`config.mk`:
```
export PLATFORM = sky130hd
export DESIGN_NAME = instruction_decoder
export DESIGN_NICKNAME = d
export VERILOG_FILES = /design/src/rtl/instruction_decoder.sv
export SDC_FILE = /design/constraint.sdc
export NUM_CORES = 1
export LEC_CHECK = 0
export ABC_CLOCK_PERIOD_IN_PS = 2200
export BUFFER_PORTS_ARGS = -buffer_cell sky130_fd_sc_hd__buf_4
export CAP_MARGIN = 15
export CORE_MARGIN = 3
export CORE_UTILIZATION = 24
export DETAILED_ROUTE_END_ITERATION = 16
export MAX_ROUTING_LAYER = met4
export PLACE_DENSITY_LB_ADDON = 0.12
export SKIP_CTS_REPAIR_TIMING = 1
export SLEW_MARGIN = 20
export SYNTH_ARGS = -nofsm -noshare
export SYNTH_HDL_FRONTEND = slang
export SYNTH_SLANG_ARGS = --single-unit
```
`constraint.sdc`:
```
create_clock -name clk -period 2.2 [get_ports clk]
set_clock_uncertainty 0.15 [all_clocks]
set_input_delay 0.11 -clock clk [delete_from_list [all_inputs] [get_ports clk]]
set_output_delay 0.11 -clock clk [all_outputs]
set_load 0.03 [all_outputs]
```
`src/rtl/instruction_decoder.sv`:
```
// instruction_decoder
// Registered control-word decoder for the 32-bit RISC pipeline. Splits the
// instruction register into register-address fields and a 7-bit opcode, then
// registers the full control vector with one clock of latency.
//
// Ports
//   clk    rising-edge clock
//   reset  synchronous active-high reset; loads the NOP vector with zero addresses
//   IR     instruction: opcode [31:25], DR [24:20], SA [19:15], SB [14:10]
//   RW     register-file write enable
//   DA     destination register address
//   MD     writeback select: 00 function unit, 01 memory, 10 set-less-than
//   BS     PC select: 00 PC+1, 01 cond branch, 10 jump reg, 11 PC-relative jump
//   PS     branch polarity: 0 on zero, 1 on nonzero
//   MW     data-memory write enable
//   FS     function-unit select
//   MB     bus B select: 0 register, 1 constant unit
//   MA     bus A select: 0 register, 1 PC+1
//   AA     A-port register address
//   BA     B-port register address
//   CS     constant unit: 0 zero-fill, 1 sign-extend
module instruction_decoder (
    input  logic        clk,
    input  logic        reset,
    input  logic [31:0] IR,
    output logic        RW,
    output logic [4:0]  DA,
    output logic [1:0]  MD,
    output logic [1:0]  BS,
    output logic        PS,
    output logic        MW,
    output logic [4:0]  FS,
    output logic        MB,
    output logic        MA,
    output logic [4:0]  AA,
    output logic [4:0]  BA,
    output logic        CS
);

    localparam logic [6:0] OP_NOP = 7'b0000000;
    localparam logic [6:0] OP_MOV = 7'b1000000;
    localparam logic [6:0] OP_ADD = 7'b0000010;
    localparam logic [6:0] OP_SUB = 7'b0000101;
    localparam logic [6:0] OP_AND = 7'b0001000;
    localparam logic [6:0] OP_OR  = 7'b0001010;
    localparam logic [6:0] OP_XOR = 7'b0001100;
    localparam logic [6:0] OP_NOT = 7'b0101110;
    localparam logic [6:0] OP_SLT = 7'b1100101;
    localparam logic [6:0] OP_ADI = 7'b0100010;
    localparam logic [6:0] OP_SBI = 7'b0100101;
    localparam logic [6:0] OP_AIU = 7'b1100010;
    localparam logic [6:0] OP_SIU = 7'b1000101;
    localparam logic [6:0] OP_ANI = 7'b0101000;
    localparam logic [6:0] OP_ORI = 7'b0101010;
    localparam logic [6:0] OP_XRI = 7'b0101100;
    localparam logic [6:0] OP_LSL = 7'b0110010;
    localparam logic [6:0] OP_LSR = 7'b0110001;
    localparam logic [6:0] OP_LD  = 7'b0100001;
    localparam logic [6:0] OP_ST  = 7'b0000001;
    localparam logic [6:0] OP_BZ  = 7'b0100000;
    localparam logic [6:0] OP_BNZ = 7'b1100000;
    localparam logic [6:0] OP_JMR = 7'b1100001;
    localparam logic [6:0] OP_JMP = 7'b1000100;
    localparam logic [6:0] OP_JML = 7'b0000111;

    localparam logic [4:0] FS_PASS = 5'b00000;
    localparam logic [4:0] FS_ADD  = 5'b00010;
    localparam logic [4:0] FS_SUB  = 5'b00101;
    localparam logic [4:0] FS_AND  = 5'b01000;
    localparam logic [4:0] FS_OR   = 5'b01010;
    localparam logic [4:0] FS_XOR  = 5'b01100;
    localparam logic [4:0] FS_NOT  = 5'b01110;
    localparam logic [4:0] FS_SHL  = 5'b10100;
    localparam logic [4:0] FS_SHR  = 5'b11000;

    logic [6:0] opcode;
    logic       d_rw, d_ps, d_mw, d_mb, d_ma, d_cs;
    logic [1:0] d_md, d_bs;
    logic [4:0] d_fs;

    // The low immediate bits feed the constant unit directly; they carry
    // nothing the control decode needs.
    logic unused_imm;
    assign unused_imm = ^IR[9:0];

    assign opcode = IR[31:25];

    always_comb begin
        d_rw = 1'b0;
        d_md = 2'b00;
        d_bs = 2'b00;
        d_ps = 1'b0;
        d_mw = 1'b0;
        d_fs = FS_PASS;
        d_mb = 1'b0;
        d_ma = 1'b0;
        d_cs = 1'b0;
        case (opcode)
            OP_NOP: ;
            OP_MOV: d_rw = 1'b1;
            OP_ADD: begin d_rw = 1'b1; d_fs = FS_ADD; end
            OP_SUB: begin d_rw = 1'b1; d_fs = FS_SUB; end
            OP_AND: begin d_rw = 1'b1; d_fs = FS_AND; end
            OP_OR:  begin d_rw = 1'b1; d_fs = FS_OR;  end
            OP_XOR: begin d_rw = 1'b1; d_fs = FS_XOR; end
            OP_NOT: begin d_rw = 1'b1; d_fs = FS_NOT; end
            // Subtract sets N/V; writeback takes N xor V.
            OP_SLT: begin d_rw = 1'b1; d_md = 2'b10; d_fs = FS_SUB; end
            OP_ADI: begin d_rw = 1'b1; d_fs = FS_ADD; d_mb = 1'b1; d_cs = 1'b1; end
            OP_SBI: begin d_rw = 1'b1; d_fs = FS_SUB; d_mb = 1'b1; d_cs = 1'b1; end
            OP_AIU: begin d_rw = 1'b1; d_fs = FS_ADD; d_mb = 1'b1; end
            OP_SIU: begin d_rw = 1'b1; d_fs = FS_SUB; d_mb = 1'b1; end
            OP_ANI: begin d_rw = 1'b1; d_fs = FS_AND; d_mb = 1'b1; end
            OP_ORI: begin d_rw = 1'b1; d_fs = FS_OR;  d_mb = 1'b1; end
            OP_XRI: begin d_rw = 1'b1; d_fs = FS_XOR; d_mb = 1'b1; end
            // Shift amount arrives through the zero-filled constant.
            OP_LSL: begin d_rw = 1'b1; d_fs = FS_SHL; d_mb = 1'b1; end
            OP_LSR: begin d_rw = 1'b1; d_fs = FS_SHR; d_mb = 1'b1; end
            OP_LD:  begin d_rw = 1'b1; d_md = 2'b01; end
            OP_ST:  d_mw = 1'b1;
            OP_BZ:  begin d_bs = 2'b01; d_mb = 1'b1; d_cs = 1'b1; end
            OP_BNZ: begin d_bs = 2'b01; d_ps = 1'b1; d_mb = 1'b1; d_cs = 1'b1; end
            OP_JMR: d_bs = 2'b10;
            OP_JMP: begin d_bs = 2'b11; d_mb = 1'b1; d_cs = 1'b1; end
            // Link: PC+1 on bus A passes through the function unit into DR.
            OP_JML: begin
                d_rw = 1'b1; d_bs = 2'b11; d_ma = 1'b1; d_mb = 1'b1; d_cs = 1'b1;
            end
            default: ;
        endcase
    end

    always_ff @(posedge clk) begin
        if (reset) begin
            RW <= 1'b0;
            DA <= 5'd0;
            MD <= 2'b00;
            BS <= 2'b00;
            PS <= 1'b0;
            MW <= 1'b0;
            FS <= FS_PASS;
            MB <= 1'b0;
            MA <= 1'b0;
            AA <= 5'd0;
            BA <= 5'd0;
            CS <= 1'b0;
        end else begin
            RW <= d_rw;
            DA <= IR[24:20];
            MD <= d_md;
            BS <= d_bs;
            PS <= d_ps;
            MW <= d_mw;
            FS <= d_fs;
            MB <= d_mb;
            MA <= d_ma;
            AA <= IR[19:15];
            BA <= IR[14:10];
            CS <= d_cs;
        end
    end

endmodule

```
Word level (Yosys, flattened, before mapping)

Index checks and enable logic that the tools add are counted.

Output and inout bits: 30
Input port bits: 34
Latch bits: 0
Bits in read-only memories: 0
Memories: 0
Register bits after elaboration: 30
Bits in writable memories: 0

Equal/unequal tests: 24
Shifts and indexed selects: 0
Magnitude comparators: 0
Multiplexer cells: 9
$mul: 0
Div/mod/pow operators: 0
Reductions and logical operators: 10
Bitwise logic cells: 0
Add/subtract/negate cells: 0

Operator list:

| cell               | number |
|---|---|
| $eq 7x6->1 const B | 10 |
| $eq 7x7->1 const B | 7 |
| $pmux 5 s8         | 1 |
| $eq 7x4->1 const B | 3 |
| $reduce_or 19->1   | 1 |
| $eq 7x3->1 const B | 2 |
| $reduce_or 13->1   | 1 |
| $reduce_or 2->1    | 5 |
| $eq 7x1->1 const B | 1 |
| $eq 7x2->1 const B | 1 |
| $mux 1             | 6 |
| $pmux 2 s3         | 1 |
| $reduce_or 6->1    | 1 |
| $pmux 2 s2         | 1 |
| $reduce_or 4->1    | 1 |
| $reduce_or 3->1    | 1 |

Logic depth before layout (Yosys ltp)

Depth in word-level cells: 3
Mapped depth: 6

Worst setup path before layout

No wires, ideal clock.

Kind: input -> register
Start: in IR[27]
End: reg RW
Stages: 5
Setup slack: 0.829 ns
Required time: 1.973 ns
Buffers on the path: 1
Data arrival time: 1.144 ns
Cell sequence: buf_2 -> or3_1 -> a2111oi_2 -> a21oi_1 -> a41oi_2

Cells in the longest elaborated chain, start to end: 3
Elaborated cells on any way between the ends: 21
Classes of those cells: 19 x eq/ne; 1 x mux; 1 x reduce/logical

Ends and longest elaborated chain:

| item                                     | line | source |
|---|---|---|
| start, declared                          | 25   | `input logic [31:0] IR,` |
| $eq 7x6->1, or another cell as far along | 98   | `case (opcode)` |
| $reduce_or 19->1 (no line) *             | n/a  |  |
| $mux 1 *                                 | 98   |  |
| end signal, assigned                     | 148  | `RW <= d_rw;` |
| end, declared                            | 26   | `output logic RW,` |

Every way passes the cells marked *; elsewhere a longest branch is shown, timed or not.
A chain may end at the register's enable or synchronous reset.

Final worst setup path

Start: in IR[28]
End: reg MW

Cells in the longest elaborated chain, start to end: 2

Ends and longest elaborated chain:

| item                 | line | source |
|---|---|---|
| $eq 7x1->1           | 98   |  |
| $mux 1               | 98   |  |
| end signal, assigned | 153  | `MW <= d_mw;` |
| end, declared        | 31   | `output logic MW,` |

No other way between the ends.

==> results.toml <==
[sta]
layout_setup_ws_ns = 0.0544
max_freq_mhz = 466
setup_violations = 0
fin_setup_tns_ns = 0
rsz0062_at_grt = "no"
hold_violations = 0
slew_headroom_pct = 76.3
period_minus_slack_ns = 2.15
period_share_pct = 97.5
hold_slack_ns = 0.0110
drv_slew = 0
worstMarginPinSlew_ns = 0.350

[layout]
fin_nets = 233
drive_gt1_share_pct = 32.8
final_cells = 265
syn2layout_area_growth_pct = 55.9
multiInputGateArea_sq_um = 573
n_antenna_cell = 0
final_core_util_pct = 39.7
final.fill_count = 487
regArea_sq_um = 601

[logic_synthesis]
ys.flop_type = "dfxtp_1"
synth_top_area_share_pct = 48.6
synth-edff-count = 0
yosys-top-cells-area = "dfxtp_1, nor2b_1, nor3_1"
ys_async_sr_fraction_pct = 0
ys_types = 39
ys_ff_latch = 30
synth_area_sq_mm = 0.00123
yosysTopAreaCell = "dfxtp_1"
synth_nets = 167
ys_warn_count = 0
ys_top_cells_by_count = "dfxtp_1, nor2b_1, nand2_1, nor3_1"
syn_inst = 133
syn_area_per_cell_sq_um = 9.29
synth_most_common_cell = "dfxtp_1"
yosysSeqAreaShare_pct = 48.6

[floorplan]
initial_core_util_pct = 25.5
coreArea_sq_mm = 0.00485
rows = 25
fp.dieArea_sq_mm = 0.00604
die_h_um = 77.7
die_w_um = 77.7
boundaryPins = 64

[setup_path]
criticalPathCategory = "in -> reg"
crit_path_end_kind = "register"
crit_required_ns = 2.27
arrival_ns = 2.21
crit_path_start_kind = "primary input"
crit_fanout = 12

[placement]
dpl_worst_slack_ns = 0.643
gp_congestion = 0.786
io_buffers = 53
place_inst = 241
dpl.hpwl_um = 2230

[clocking]
cts_buffer_depth = 2
cts_root_buf = "clkbuf_8"
h-tree-depth = 2
tritoncts = "built"
clkSlewWorstSetupHoldPaths_ns = 0.05
cts_sinks = 30
cts_buffers = 5

[run_status]
status = "completed"

[pwr]
p_leak_uw = 0.000793
worst_ir_drop_vdd_uv = 295
power.density_mw_per_mm2 = 621

[global_routing]
grt_overflow = 0
grt_max_degree = 23
antenna_found_initial = 0
grt_pass1_wl_um = 5040
grt_pass1_vias = 1055
grt_use_total_pct = 11.0

[routing]
drtPass1Iterations = 4
drt_iter0_drc = 33
drc = 0
routed_wl_um = 3310
vias = 1178
wl_per_cell_um = 12.5
via_per_inst = 4.45
postRouteAntennaNets = 0

[run]
drv_cap = 0

[min_path]
hold_class = "in -> reg"
-- state kept, by name (all words and copies together), names as in the netlist --
signal / flops
AA: 5
BA: 5
DA: 5
FS: 5
BS: 2
MD: 2
CS: 1
MA: 1
MB: 1
MW: 1
PS: 1
RW: 1
-- cells in the final DEF, fill, tap and decap left out, types with 2 or more instances in the layout --
cell type / netlist / layout
dlygate4sd3_1: 0 / 18
nor3_1: 8 / 8
nor2_1: 7 / 7
o21ai_1: 2 / 2
nand2b_1: 4 / 4
nand3b_1: 2 / 2
buf_4: 0 / 53
o31ai_1: 2 / 2
or3b_1: 2 / 2
dfxtp_1: 30 / 30
xnor2_1: 3 / 3
a21oi_1: 5 / 5
inv_1: 2 / 2
nor4_1: 4 / 4
a31oi_1: 3 / 3
nor2b_1: 16 / 16
nand2_1: 8 / 8
clkbuf_8: 0 / 6
nand3_1: 3 / 3
-- power breakdown --
group / leakage, uW / total (uW) / internal, uW / switching [uW]
sequential: 0.000246 / 567 / 562 / 4.61
combinational: 0.000503 / 215 / 99.5 / 115
clock: 0.0000431 / 414 / 240 / 174
-- logic make-up after synthesis --
| family | synth area share (%) |
|---|---|
| muxes | 0.811 |
| xor gates and xnor gates | 2.13 |
| buffers and inverters | 4.96 |
| DFF | 48.6 |
| AOI/OAI and AO/OA | 12.3 |
| and+or+nand+nor | 31.2 |
-- per-stage QoR --
step           area (sq um)  power [uW]
2_1_floorplan          1230         695
3_3_place_gp           1660         768
3_5_place_dp           1660         770
4_1_cts                1750        1190
5_1_grt                1930        1270
6_report               1930        1200
-- final timing paths --
| path | cells past startpoint | slack (ns) | start | endpoint |
|---|---|---|---|---|
| worst max-delay path | 5 | 0.05 | IR[28] | MW |
| worst min-delay path | 3 | 0.01 | IR[30] | MD[0] |
-- routing by layer --
metal	global-route usage (%)	share of wire (%)
met5	-	0
met4	4.63	1.1
met3	4.99	6.1
met2	16.9	48
met1	12.5	45
-- worst max-delay path, cell delays in order --
cell	delay, ns
dlygate4sd3_1	0.53
buf_4	0.19
or4b_4	0.56
nor4_1	0.24
dlygate4sd3_1	0.57
-- layout make-up --
| type | instances | area share (%) |
|---|---|---|
| Clock buffer | 6 | 4.29 |
| Inverter | 2 | 0.390 |
| Multi-Input combinational cell | 89 | 29.8 |
| Sequential cell | 30 | 31.2 |
| Tap cell | 67 | 4.35 |
| Timing Repair Buffer | 71 | 30.0 |
Power figures use the tool's default switching activity.
